$ cat src/rtl/invaders_load_ctrl.sv
// Download steering for the Invaders core.
// Owns the game-ROM write port while the HPS streams a download, routes
// machine-select and DIP bytes into configuration registers, and keeps the
// CPU/video core in reset while loading and for a fixed time afterwards.
module invaders_load_ctrl #(
  parameter int ROM_AW    = 13,
  parameter int WR_CYCLES = 2,
  parameter int RST_HOLD  = 16,
  parameter int ROM_INDEX = 0,
  parameter int MOD_INDEX = 1,
  parameter int DIP_INDEX = 254
) (
  input  logic              clk_sys,
  input  logic              reset,
  input  logic              ioctl_download,
  input  logic              ioctl_wr,
  input  logic [24:0]       ioctl_addr,
  input  logic [7:0]        ioctl_dout,
  input  logic [7:0]        ioctl_index,
  output logic              ioctl_wait,
  output logic [ROM_AW-1:0] mem_addr,
  output logic [7:0]        mem_data,
  output logic              mem_we,
  output logic              cpu_rst,
  output logic [7:0]        mod,
  output logic [7:0]        sw0,
  output logic [7:0]        sw1,
  output logic [7:0]        sw2,
  output logic [ROM_AW:0]   rom_len,
  output logic              err_drop
);

  localparam int BW = (WR_CYCLES > 1) ? $clog2(WR_CYCLES) : 1;
  localparam int HW = (RST_HOLD > 1) ? $clog2(RST_HOLD) : 1;
  localparam logic [BW-1:0] BUSY_LOAD = BW'(WR_CYCLES - 1);
  localparam logic [HW-1:0] HOLD_LAST = HW'(RST_HOLD - 1);
  localparam logic [7:0]    ROM_IDX   = 8'(ROM_INDEX);
  localparam logic [7:0]    MOD_IDX   = 8'(MOD_INDEX);
  localparam logic [7:0]    DIP_IDX   = 8'(DIP_INDEX);

  typedef enum logic [1:0] {
    IDLE  = 2'd0,
    LOAD  = 2'd1,
    DRAIN = 2'd2,
    HOLD  = 2'd3
  } state_t;

  state_t          state;
  state_t          state_next;
  logic [HW-1:0]   hold_cnt;
  logic [HW-1:0]   hold_next;
  logic [BW-1:0]   busy_cnt;
  logic [BW-1:0]   busy_next;
  logic            dl_prev;
  logic            rom_strobe;
  logic            in_range;
  logic            accept;
  logic            len_clear;
  logic [ROM_AW:0] addr_len;
  logic [ROM_AW:0] len_base;
  logic [ROM_AW:0] len_next;

  // ROM strobe qualification: the single-entry buffer must be empty and the
  // address must fit inside the ROM window, otherwise the byte is lost.
  always_comb begin
    rom_strobe = ioctl_wr && (ioctl_index == ROM_IDX);
    in_range   = ((ioctl_addr >> ROM_AW) == 25'd0);
    accept     = rom_strobe && (busy_cnt == {BW{1'b0}}) && in_range;
    len_clear  = ioctl_download && !dl_prev && (ioctl_index == ROM_IDX);
    addr_len   = {1'b0, ioctl_addr[ROM_AW-1:0]} + (ROM_AW + 1)'(1);
    if (len_clear) begin
      len_base = {(ROM_AW + 1){1'b0}};
    end else begin
      len_base = rom_len;
    end
    if (accept && (addr_len > len_base)) begin
      len_next = addr_len;
    end else begin
      len_next = len_base;
    end
  end

  // Write-buffer occupancy: reload on accept, otherwise count down to empty.
  always_comb begin
    busy_next = busy_cnt;
    if (accept) begin
      busy_next = BUSY_LOAD;
    end else if (busy_cnt != {BW{1'b0}}) begin
      busy_next = busy_cnt - BW'(1);
    end else begin
      busy_next = {BW{1'b0}};
    end
  end

  // ROM write port, back-pressure, length tracking and sticky drop flag.
  always_ff @(posedge clk_sys) begin
    if (reset) begin
      busy_cnt   <= {BW{1'b0}};
      ioctl_wait <= 1'b0;
      mem_we     <= 1'b0;
      mem_addr   <= {ROM_AW{1'b0}};
      mem_data   <= 8'h00;
      rom_len    <= {(ROM_AW + 1){1'b0}};
      err_drop   <= 1'b0;
      dl_prev    <= 1'b0;
    end else begin
      busy_cnt   <= busy_next;
      ioctl_wait <= (busy_next != {BW{1'b0}});
      mem_we     <= accept;
      rom_len    <= len_next;
      dl_prev    <= ioctl_download;
      if (accept) begin
        mem_addr <= ioctl_addr[ROM_AW-1:0];
        mem_data <= ioctl_dout;
      end else begin
        mem_addr <= mem_addr;
        mem_data <= mem_data;
      end
      if (rom_strobe && !accept) begin
        err_drop <= 1'b1;
      end else begin
        err_drop <= err_drop;
      end
    end
  end

  // Configuration bytes: machine select and the three DIP banks.
  always_ff @(posedge clk_sys) begin
    if (reset) begin
      mod <= 8'h00;
      sw0 <= 8'h00;
      sw1 <= 8'h00;
      sw2 <= 8'h00;
    end else begin
      if (ioctl_wr && (ioctl_index == MOD_IDX)) begin
        mod <= ioctl_dout;
      end else begin
        mod <= mod;
      end
      if (ioctl_wr && (ioctl_index == DIP_IDX) && (ioctl_addr[24:2] == 23'd0)) begin
        case (ioctl_addr[1:0])
          2'd0:    sw0 <= ioctl_dout;
          2'd1:    sw1 <= ioctl_dout;
          2'd2:    sw2 <= ioctl_dout;
          default: sw0 <= sw0;
        endcase
      end else begin
        sw0 <= sw0;
      end
    end
  end

  // Core-reset sequencer next-state logic; download always wins back to LOAD.
  always_comb begin
    state_next = state;
    hold_next  = hold_cnt;
    case (state)
      IDLE: begin
        if (ioctl_download) begin
          state_next = LOAD;
        end else begin
          state_next = IDLE;
        end
        hold_next = {HW{1'b0}};
      end
      LOAD: begin
        if (!ioctl_download) begin
          state_next = DRAIN;
        end else begin
          state_next = LOAD;
        end
        hold_next = {HW{1'b0}};
      end
      DRAIN: begin
        if (ioctl_download) begin
          state_next = LOAD;
        end else if (busy_cnt == {BW{1'b0}}) begin
          state_next = HOLD;
        end else begin
          state_next = DRAIN;
        end
        hold_next = {HW{1'b0}};
      end
      HOLD: begin
        if (ioctl_download) begin
          state_next = LOAD;
          hold_next  = {HW{1'b0}};
        end else if (hold_cnt == HOLD_LAST) begin
          state_next = IDLE;
          hold_next  = {HW{1'b0}};
        end else begin
          state_next = HOLD;
          hold_next  = hold_cnt + HW'(1);
        end
      end
      default: begin
        state_next = HOLD;
        hold_next  = {HW{1'b0}};
      end
    endcase
  end

  // Sequencer state register; cpu_rst follows the next state so it drops on
  // the same edge the sequencer enters IDLE.
  always_ff @(posedge clk_sys) begin
    if (reset) begin
      state    <= HOLD;
      hold_cnt <= {HW{1'b0}};
      cpu_rst  <= 1'b1;
    end else begin
      state    <= state_next;
      hold_cnt <= hold_next;
      cpu_rst  <= (state_next != IDLE);
    end
  end

endmodule

$ cat config.mk
export PLATFORM = sky130hd
export DESIGN_NAME = invaders_load_ctrl
export DESIGN_NICKNAME = d
export VERILOG_FILES = /design/src/rtl/invaders_load_ctrl.sv
export SDC_FILE = /design/constraint.sdc
export NUM_CORES = 1
export LEC_CHECK = 0
export ABC_AREA = 1
export BUFFER_PORTS_ARGS = -buffer_cell sky130_fd_sc_hd__buf_2
export CAP_MARGIN = 20
export CORE_MARGIN = 5
export CORE_UTILIZATION = 42
export DETAILED_ROUTE_END_ITERATION = 6
export PLACE_DENSITY = 0.7
export SYNTH_ARGS = -nofsm -noshare
export SYNTH_HDL_FRONTEND = slang
export SYNTH_SLANG_ARGS = --single-unit
$ cat constraint.sdc
create_clock -name clk_sys -period 2.15 [get_ports clk_sys]
set_input_delay 0.1075 -clock clk_sys [delete_from_list [all_inputs] [get_ports clk_sys]]
set_output_delay 0.1075 -clock clk_sys [all_outputs]
set_load 0.05 [all_outputs]
# Word level (Yosys, flattened, before mapping)
# Index checks and enable logic that the tools add are counted.
# op_classes
n_eq_ne,8
addsub,3
n_lt_le_gt_ge,1
bitwise_logic,1
mux,14
reduce_logical,22
# ops
operator,count
$mux 14,2
$logic_not 25->1,1
$logic_not 23->1,1
$add 13x1->14 const B,1
$gt 14x14->1,1
$logic_and 1x1->1,10
$eq 8x1->1 const B,1
$eq 8x8->1 const B,1
$logic_not 8->1,1
$mux 2,4
$mux 4,2
$pmux 2 s4,1
$pmux 4 s2,1
$eq 2x2->1 const B,3
$reduce_and 2->1,3
$add 4x1->4 const B,1
$eq 2x1->1 const B,2
$eq 4x4->1 const B,1
$logic_not 2->1,2
$mux 1,4
$reduce_or 3->1,1
$logic_not 1->1,2
$reduce_bool 2->1,1
$not 1->1,1
$sub 1x1->1 const B,1
# word_totals
ff_bits,78
out_inout_bits,71
in_bits,45

# Depth between registers and ports, before layout
# Gate-level depths: netlist of the first run.
# logic_depth
word_depth,7
depth_mapped,18
mapped_depth_nobuf,17

# Worst setup path after synthesis of the first run
# OpenSTA, ideal clock, no wires.
# synth_path
path_type,register to register
start,reg rom_len[13]
end,reg rom_len[10]
period_less_slack_ps,2050
t_arrival_ps,1986
stages_incl_launch_ff,12
n_path_buf,1
t_required_ps,2086
path_slack_ps,100
setup_ps,64
path_cell_list,dfxtp_1 -> nand2_1 -> ha_1 -> nand2_1 -> nor2_1 -> nand3_1 -> nor2_1 -> nor2_4 -> nand2_4 -> buf_2 -> nor2_1 -> nor2_1
# synth_via
elab_chain_len,4
# synth_rtl
item,line,text
start: declaration,29,"output logic [ROM_AW:0] rom_len,"
start signal: assignment,103,rom_len <= {(ROM_AW + 1){1'b0}};
start signal: assignment,110,rom_len <= len_next;
$mux 14,71,if (len_clear) begin
$gt 14x14->1,76,if (accept && (addr_len > len_base)) begin
$logic_and 1x1->1,76,
$mux 14,76,
# No other way between the ends.
# A chain may end at the register's enable or synchronous reset.

# Worst setup path in the final report of the first run
# layout_path
start,reg dl_prev
end,reg rom_len[3]
# layout_via
elab_chain_len,7
# layout_rtl
item,line,text
start: declaration,54,logic dl_prev;
start signal: assignment,111,dl_prev <= ioctl_download;
$logic_not 1->1 *,69,len_clear = ioctl_download && !dl_prev && (ioctl_index == ROM_IDX);
$logic_and 1x1->1 * (2 in series),69,
$mux 14 *,71,
$gt 14x14->1,76,
$logic_and 1x1->1,76,
$mux 14 *,76,
# Every way passes the cells marked *; elsewhere a longest branch is shown, timed or not.

==> results of run 1 <==
repair_timing:
item | 4_1_cts | 5_1_grt
gates cloned | 0 | 4
hold endpoints to repair | 3 | 0
hold buffers | 1 | 0
buffers inserted | 0 | 1
setup endpoints to repair | 13 | 14
gates resized for setup | 1 | 38
pin swaps | 0 | 12
synthesized netlist by cell type, types with 4 or more instances:
| master | number | share of area (%) |
|---|---|---|
| nand2_1 | 129 | 13 |
| nor2_1 | 109 | 11 |
| dfxtp_1 | 77 | 40 |
| inv_1 | 66 | 6.4 |
| a21oi_1 | 34 | 4.4 |
| o21ai_0 | 30 | 3.9 |
| ha_1 | 19 | 6.2 |
| nand3_1 | 17 | 2.2 |
| xor2_1 | 11 | 2.5 |
| buf_2 | 9 | 1.2 |
| nand2_2 | 8 | 1.3 |
| buf_6 | 4 | 1.2 |
| clkbuf_1 | 4 | 0.39 |
| inv_2 | 4 | 0.39 |
power by group through the flow:
stage | Sequential, W | Clock [W] | Combinational (W)
2_1_floorplan | 0.00147 | 0 | 0.000121
3_3_place_gp | 0.00147 | 0 | 0.000270
3_5_place_dp | 0.00147 | 0 | 0.000278
4_1_cts | 0.00143 | 0.00151 | 0.000281
5_1_grt | 0.00143 | 0.00159 | 0.000346
6_report | 0.00143 | 0.00148 | 0.000314
stage by stage:
step	utilization, %	hold slack [ns]	area [µm²]	total power, W	setup TNS, ns
2_1_floorplan	-	0.177	3850	0.00159	0
3_3_place_gp	53.3	0.347	4830	0.00174	-1.49
3_5_place_dp	53.3	0.348	4830	0.00174	-3.59
4_1_cts	56.4	0.0418	5120	0.00322	0
5_1_grt	59.2	0.0436	5360	0.00336	-0.829
6_report	59.2	0.0472	5360	0.00323	0
flip-flops by register name (all words and copies together) (netlist names):
name / count
rom_len: 14
mem_addr: 13
mem_data: 8
mod: 8
sw0: 8
sw1: 8
sw2: 8
hold_cnt: 4
state: 2
cpu_rst: 1
dl_prev: 1
err_drop: 1
mem_we: 1
final timing paths:
path	slack, ns	end	start	cells after the start
hold reg to reg	0.45	hold_cnt[0]$_SDFF_PP0_	hold_cnt[0]$_SDFF_PP0_	1
hold / removal	0.05	sw0[1]$_SDFFE_PP0P_	ioctl_dout[1]	3
setup / recovery	0.01	rom_len[3]$_SDFF_PP0_	dl_prev$_SDFF_PP0_	15
setup reg to reg	0.01	rom_len[3]$_SDFF_PP0_	dl_prev$_SDFF_PP0_	15
placed cells by master, fill, tap and decap left out, drive strengths merged, types with 11 or more instances in the layout:
cell,n
inv,72
o21ai,31
xor2,11
buf,162
a21oi,34
ha,19
dfxtp,77
nor2,113
nand2,141
nand3,17
critical path, cell delays in order, from the launching register on:
cell and delay (ns):
dfxtp_2 0.33, nor2_2 0.04, nand2_2 0.11, clkbuf_16 0.16
nand2_1 0.08, ha_1 0.32, inv_1 0.05, o21bai_1 0.18
nand2_1 0.09, nand3_1 0.13, nand2_2 0.11, nand2_8 0.14
buf_6 0.12, nand3_1 0.07, nand2_1 0.06, nor2_1 0.04
layer usage:
layer  up-vias  global-route usage, %  wire length (µm)
li1       2011                      -                 -
met1      1791                   22.6              4540
met2       129                   31.3              5250
met3        20                   5.76               914
met4         0                   6.29               252
met5         -                      0                 0
logic make-up after synthesis:
kind of cell,count (synthesis)
buffers and inverters,91
adders and majority gates,19
and+or+nand+nor,281
xor gates and xnor gates,12
DFF,77
AOI/OAI and AO/OA,68
final cells by class:
class	count	area, µm²	share of cell area, %
Sequential cell	77	1540	28.8
Clock inverter	7	145	2.71
Multi-Input combinational cell	383	2130	39.6
Clock buffer	9	124	2.31
Tap cell	111	139	2.59
Timing Repair Buffer	164	1020	19.0
Inverter	72	270	5.04
==> impl_metrics.csv, run 1 <==
group,metric,value,unit
run_status,status,"complete, no violations",
global_routing,grt_pass1_vias,3734,
power_and_ir_drop,seq_power_share,44.4,%
synthesis,syn-num-nets,612,
timing,tightest_slew,0.368,ns
timing,period_needed,2.14,ns
timing,skew,0.00546,ns
route,wl_per_cell,13.3,µm
worst_setup_path,cp.arrival,2.39,ns
clocking,cts-htree-levels,3,
synthesis,synth_edf_count,0,
synthesis,synthSimpleGateAreaFrac,31.9,%
timing,setup_violations,0,
synthesis,synth_xor_area_share,2.73,%
floorplan,coreArea,9060,µm²
timing,finalWorstSetupSlack,0.0135,ns
worst_setup_path,crit_required,2.40,ns
worst_hold_path,hold_path_class,"in2reg",
job,maxCapViolations,0,
worst_setup_path,worstPathMaxFanout,7,
global_routing,grt_overflow,0,
place,portBuffers,115,
floorplan,ioPinCount,116,
clocking,cts_tree,"done",
synthesis,ys_seq_area_share,40.1,%
route,drtIter0Drc,117,
route,drcViolationCount,0,
worst_setup_path,path_class,"reg2reg",
synthesis,yosys.area_share.adder,6.18,%
synthesis,synth_compound_area_share,9.04,%
floorplan,dieWidth,106,µm
power_and_ir_drop,p_clk_share,45.9,%
route,vias,3951,
timing,hold_viol_final,0,
floorplan,fp.dieArea,11200,µm²
power_and_ir_drop,peakVddDrop,0.287,mV
clocking,root_buffer,"clkbuf_8",
clocking,insertion_delay,0.35,ns
clocking,clkSinkCount,77,
global_routing,grt_max_degree,71,
synthesis,synth_mux_area_share,0,%
power_and_ir_drop,power_density,602,nW/µm²
final_layout,fillers,822,
timing,fin_crit_sh,99.4,%
power_and_ir_drop,power.switching,0.000766,W
place,dp_hpwl,7870,µm
route,wirelength,11000,µm
clocking,clockBufferDepth,2,
place,place_inst,801,
synthesis,ys_types,31,
synthesis,async_flop_share,0,%
timing,maxSlewHeadroom,75.4,%
place,place_congestion,0.863,
route,ant_nets,0,
worst_setup_path,endpoint_kind,"flop",
floorplan,rows,35,
global_routing,grt_antenna_before_repair,0,
final_layout,fin_nets,771,
final_layout,area_delta_synth_final,39.4,%
final_layout,num_antenna_cells,0,
floorplan,initial_utilization,42.4,%
power_and_ir_drop,internal_power,0.00246,W
timing,fmaxAchievable,468,MHz
synthesis,avgSynthCellArea,7.02,µm²
clocking,clkTransAtPathRegs,0.09,ns
synthesis,synth_top_family_by_area,"simple AND/OR/NAND/NOR gates",
power_and_ir_drop,leakage,2.95,nW
synthesis,synth_seq_cells,77,
worst_setup_path,cp-start-kind,"flop",
place,place_ws,-0.296,ns
timing,slew_viol_final,0,
power_and_ir_drop,comb_power_share,9.7,%
route,drt_pass1_iterations,4,
synthesis,yosysWarnings,0,
route,avgViaCountPerCell,4.80,
global_routing,grt.total_usage,18.6,%
floorplan,die_h,106,µm
global_routing,grt_pass1_wl,17000,µm
synthesis,synthFlopType,"dfxtp_1",
synthesis,syn_area,3850,µm²
final_layout,instances_no_fill,823,
final_layout,drive_gt1_share,32.9,%
power_and_ir_drop,swShare,23.7,%
synthesis,synthCells,548,
clocking,cts-buffers-inserted,9,
Note: power is estimated with default switching activity, not from simulation.
==> run 2: changes to the inputs <==
--- a/config.mk
+++ b/config.mk
@@ -6,7 +6,7 @@
 export NUM_CORES = 1
 export LEC_CHECK = 0
 export ABC_AREA = 1
-export BUFFER_PORTS_ARGS = -buffer_cell sky130_fd_sc_hd__buf_2
+export BUFFER_PORTS_ARGS = -buffer_cell sky130_fd_sc_hd__clkbuf_2
 export CAP_MARGIN = 20
 export CORE_MARGIN = 5
 export CORE_UTILIZATION = 42
==> constraint.sdc (replaced) <==
create_clock -name clk_sys -period 2.15 [get_ports clk_sys]
set_input_delay 0.215 -clock clk_sys [delete_from_list [all_inputs] [get_ports clk_sys]]
set_output_delay 0.215 -clock clk_sys [all_outputs]
set_load 0.05 [all_outputs]
==> impl_metrics.csv, run 2 (synthesis results as in run 1) <==
group,metric,value,unit
final_layout,utilization,58.7,%
worst_setup_path,rrSetupSlack,0.09,ns
clocking,insertion_delay,0.34,ns
final_layout,largest_reg_flops,14,
global_routing,grt.total_usage,19.0,%
worst_hold_path,hold_path_class,"in2reg",
clocking,clockBufferDepth,2,
worst_setup_path,cp.arrival,2.31,ns
floorplan,die_h,106,µm
clocking,clkTransAtPathRegs,0.09,ns
final_layout,drive_gt1_share,34.7,%
final_layout,stdcell_area,5320,µm²
floorplan,ioPinCount,116,
worst_setup_path,crit_required,2.40,ns
worst_setup_path,worstPathMaxFanout,7,
final_layout,final_cell_mix,"nand2_1 (115), clkbuf_2 (115), nor2_1 (101)",
floorplan,dieWidth,106,µm
route,drcViolationCount,0,
job,maxCapViolations,0,
clocking,root_buffer,"clkbuf_8",
global_routing,grt_pass1_wl,17300,µm
route,wirelength,11200,µm
timing,fmaxAchievable,485,MHz
final_layout,fin_nets,774,
power_and_ir_drop,leakage,2.87,nW
clocking,cts-htree-levels,3,
route,avgViaCountPerCell,4.77,
floorplan,initial_utilization,42.4,%
worst_setup_path,cp-start-kind,"flop",
power_and_ir_drop,peakVddDrop,0.355,mV
route,vias,3938,
timing,slew_viol_final,0,
global_routing,grt_overflow,0,
worst_setup_path,path_class,"reg2reg",
timing,fin_crit_sh,96.0,%
timing,fin_setup_tns,0,ns
final_layout,num_antenna_cells,0,
timing,setup_violations,0,
clocking,cts_hold_buf,0,
final_layout,largest-register,"rom_len",
global_routing,grt_pass1_vias,3738,
timing,finalWorstSetupSlack,0.0862,ns
power_and_ir_drop,p_total,0.00275,W
floorplan,coreArea,9060,µm²
place,placed_cell_area,4850,µm²
floorplan,rows,35,
clocking,clkSinkCount,77,
global_routing,grt_antenna_before_repair,0,
global_routing,grt_max_degree,71,
timing,skew,0.00810,ns
final_layout,largestRegisters,"rom_len (14), mem_addr (13)",
run_status,status,"complete, no violations",
timing,period_needed,2.06,ns
route,drt_pass1_iterations,4,
place,place_congestion,0.811,
final_layout,area_delta_synth_final,38.3,%
route,wl_per_cell,13.6,µm
place,place_ws,-0.311,ns
route,ant_nets,0,
place,dp_hpwl,8100,µm
power_and_ir_drop,power_density,517,nW/µm²
clocking,cts_tree,"done",
place,portBuffers,115,
timing,maxSlewHeadroom,78.8,%
route,drtIter0Drc,161,
timing,hold_viol_final,0,
clocking,cts-buffers-inserted,9,
worst_setup_path,endpoint_kind,"flop",
floorplan,fp.dieArea,11200,µm²
final_layout,fillers,804,
timing,tightest_slew,0.319,ns
-- run 2: per-layer routing --
layer / part of all wire [%] / track usage, % / wire length (µm)
met1: 43 / 23.4 / 4830
met2: 50 / 32.3 / 5560
met3: 6.7 / 5.51 / 753
met5: 0 / 0 / 0
met4: 0.65 / 5.27 / 73
-- run 2: worst paths after layout --
| path | start | to | cells past startpoint |
|---|---|---|---|
| worst max-delay path | dl_prev$_SDFF_PP0_ | rom_len[11]$_SDFF_PP0_ | 15 |
| worst min-delay path | reset | dl_prev$_SDFF_PP0_ | 2 |
| worst max register to register | dl_prev$_SDFF_PP0_ | rom_len[11]$_SDFF_PP0_ | 15 |
| worst min register to register | err_drop$_SDFFE_PP0P_ | err_drop$_SDFFE_PP0P_ | 2 |
-- run 2: critical path, cell delays in order, from the launching register on --
cell and delay (ns):
dfxtp_2 0.33, nor2_2 0.04, nand2_2 0.12, clkbuf_16 0.17, nand2_1 0.07, ha_1 0.30
nand2_1 0.07, nor2_2 0.12, nand3_1 0.14, nor2_4 0.13, nor2_4 0.05, buf_4 0.17
nand2_8 0.09, nand2_1 0.06, nand2_1 0.06, nor2_1 0.04
-- run 2: timing repair --
action	CTS	global route
setup buffers	0	2
resized for setup	0	49
endpoints found under the setup margin	0	13
-- run 2: where the power goes --
part | leakage (nW) | internal [W] | switching [W]
clock | 0.0922 | 0.000447 | 0.000554
sequential | 0.621 | 0.00143 | 0.00000295
combinational | 2.16 | 0.000135 | 0.000182
-- run 2: final cells by class --
cell class                 instances  area, µm²  area share [%]
multi-input combinational        383       2160            40.6
clock inverter                     6       36.3           0.682
sequential                        77       1540            29.0
clock buffer                      10        138            2.59
inverter                          72        270            5.08
tap                              111        139            2.61
timing repair buffer             167       1030            19.4
-- run 2: through the flow --
step           hold WS [ns]  cells
6_report              0.101    826
5_1_grt              0.0837    826
4_1_cts              0.0856    820
3_5_place_dp          0.444    804
3_3_place_gp          0.429    804
2_1_floorplan         0.284    548
==> run 3: changes to the inputs <==
--- a/config.mk
+++ b/config.mk
@@ -9,9 +9,9 @@
 export BUFFER_PORTS_ARGS = -buffer_cell sky130_fd_sc_hd__clkbuf_2
 export CAP_MARGIN = 20
 export CORE_MARGIN = 5
-export CORE_UTILIZATION = 42
+export CORE_UTILIZATION = 47
 export DETAILED_ROUTE_END_ITERATION = 6
-export PLACE_DENSITY = 0.7
+export PLACE_DENSITY = 0.77
 export SYNTH_ARGS = -nofsm -noshare
 export SYNTH_HDL_FRONTEND = slang
 export SYNTH_SLANG_ARGS = --single-unit
==> impl_metrics.csv, run 3 (synthesis results as in run 1) <==
group,metric,value,unit
worst_setup_path,startpoint,"ioctl_addr[3]",
clocking,root_buffer,"clkbuf_8",
timing,hold_ws,0.108,ns
final_layout,layout_commonest_cell,"nand2_1",
run_status,status,"finished, violations left",
clocking,clkSinkCount,77,
power_and_ir_drop,leakage,2.85,nW
clocking,clkTransAtPathRegs,0.08,ns
global_routing,grt_pass1_wl,16700,µm
timing,slew_viol_final,0,
final_layout,drive_gt1_share,33.1,%
final_layout,largest-register,"rom_len",
route,avgViaCountPerCell,4.94,
clocking,cts-htree-levels,3,
power_and_ir_drop,seq_power_share,48.5,%
place,dp_hpwl,7970,µm
power_and_ir_drop,power_density,556,nW/µm²
power_and_ir_drop,comb_power_share,10.7,%
global_routing,grt_antenna_before_repair,0,
timing,tightest_slew,0.604,ns
route,wirelength,11300,µm
power_and_ir_drop,p_clk_share,40.7,%
power_and_ir_drop,internal_power,0.00223,W
global_routing,grt.total_usage,20.5,%
floorplan,dieWidth,100,µm
timing,maxSlewHeadroom,59.5,%
timing,fin_crit_sh,101,%
global_routing,grt_pass1_vias,3795,
worst_setup_path,reg2regPathDepth,15,
clocking,cts_tree,"done",
worst_setup_path,rr_startpoint,"dl_prev$_SDFF_PP0_",
worst_setup_path,rrSetupSlack,0.03,ns
worst_setup_path,endpoint,"rom_len[10]$_SDFF_PP0_",
worst_setup_path,worstPathMaxFanout,7,
floorplan,die_h,100,µm
route,wl_per_cell,13.8,µm
clocking,insertion_delay,0.35,ns
final_layout,final_cell_mix,"nand2_1 (116), clkbuf_2 (115), nor2_1 (104)",
timing,hold_viol_final,0,
power_and_ir_drop,swShare,24.6,%
worst_setup_path,path_class,"in2reg",
floorplan,ioPinCount,116,
global_routing,grt_max_degree,42,
job,maxCapViolations,0,
timing,finalWorstSetupSlack,-0.0147,ns
worst_setup_path,rr_endpoint,"rom_len[10]$_SDFF_PP0_",
clocking,cts-buffers-inserted,9,
place,placed_cell_area,4810,µm²
route,drtIter0Drc,147,
worst_setup_path,cp.arrival,2.41,ns
timing,period_needed,2.16,ns
worst_hold_path,hold_path_class,"in2reg",
route,drcViolationCount,0,
clocking,clockBufferDepth,2,
worst_setup_path,endpoint_kind,"flop",
floorplan,initial_utilization,47.5,%
final_layout,largest_reg_flops,14,
final_layout,area_delta_synth_final,37.9,%
worst_setup_path,cp-start-kind,"input port",
power_and_ir_drop,power.switching,0.000726,W
run_status,violations,"negative setup slack",
floorplan,rows,33,
timing,fmaxAchievable,462,MHz
final_layout,stdcell_area,5300,µm²
route,drt_pass1_iterations,4,
timing,skew,0.0131,ns
final_layout,num_antenna_cells,0,
final_layout,largestRegisters,"rom_len (14), mem_addr (13)",
place,place_congestion,0.955,
power_and_ir_drop,peakVddDrop,0.340,mV
floorplan,coreArea,8090,µm²
route,vias,4021,
timing,setup_violations,1,
place,portBuffers,115,
route,ant_nets,0,
place,place_inst,793,
final_layout,instances_no_fill,814,
final_layout,fin_nets,768,
global_routing,grt_overflow,0,
worst_setup_path,crit_required,2.39,ns
floorplan,fp.dieArea,10100,µm²
## run 3: worst min path at each step
stage | startpoint | slack, ns | to | cells after the start
floorplan | reset | 0.28 | err_drop$_SDFFE_PP0P_ | 1
global placement | hold_cnt[0]$_SDFF_PP0_ | 0.43 | hold_cnt[0]$_SDFF_PP0_ | 1
detailed placement | hold_cnt[0]$_SDFF_PP0_ | 0.45 | hold_cnt[0]$_SDFF_PP0_ | 1
CTS | reset | 0.10 | dl_prev$_SDFF_PP0_ | 2
global route | reset | 0.11 | dl_prev$_SDFF_PP0_ | 2
finish | reset | 0.11 | dl_prev$_SDFF_PP0_ | 2
## run 3: repair_timing
item,in CTS,in global routing
cloned,0,3
pin swaps,0,12
setup endpoints to repair,2,14
resized for setup,1,41
setup buffers,0,2
hold endpoints to repair,0,0
hold buffers,0,0
## run 3: power groups by stage
| stage | Combinational (W) | Sequential, W | Clock, W |
|---|---|---|---|
| floorplan | 0.000121 | 0.00147 | 0 |
| global placement | 0.000267 | 0.00147 | 0 |
| detailed placement | 0.000274 | 0.00147 | 0 |
| CTS | 0.000277 | 0.00143 | 0.00123 |
| global route | 0.000346 | 0.00143 | 0.00129 |
| finish | 0.000316 | 0.00143 | 0.00120 |
## run 3: stage by stage
stage                     setup slack [ns]  total power (W)  TNS (ns)  utilization (%)
after floorplan                     0.0262          0.00159         0                -
after global placement              -0.337          0.00173     -4.37             59.4
after detailed placement            -0.390          0.00174     -4.81             59.4
after CTS                           0.0205          0.00294         0             62.1
after global routing               -0.0956          0.00307     -1.01             65.5
final                              -0.0147          0.00295   -0.0147             65.5
## run 3: layer usage
metal | GRT usage [%] | wire length (µm)
met5 | 0 | 0
met4 | 5.60 | 259
met3 | 6.23 | 759
met2 | 37.1 | 5850
met1 | 23.4 | 4400
## run 3: area by class of cell
type | instances | area [µm²]
Clock buffer | 11 | 131
Clock inverter | 5 | 82.6
Fill cell | 681 | 2790
Inverter | 72 | 270
Multi-Input combinational cell | 382 | 2160
Sequential cell | 77 | 1540
Tap cell | 105 | 131
Timing Repair Buffer | 162 | 983
## run 3: critical path: stages
cell      delay [ns]
clkbuf_2        0.13
inv_2           0.08
nor3_2          0.28
nand3_2         0.19
xor2_2          0.20
ha_1            0.31
a21oi_1         0.20
nand2_1         0.14
a21oi_4         0.23
nand2_8         0.12
nand2_8         0.12
nand2_2         0.05
nand2_1         0.06
nor2_1          0.07
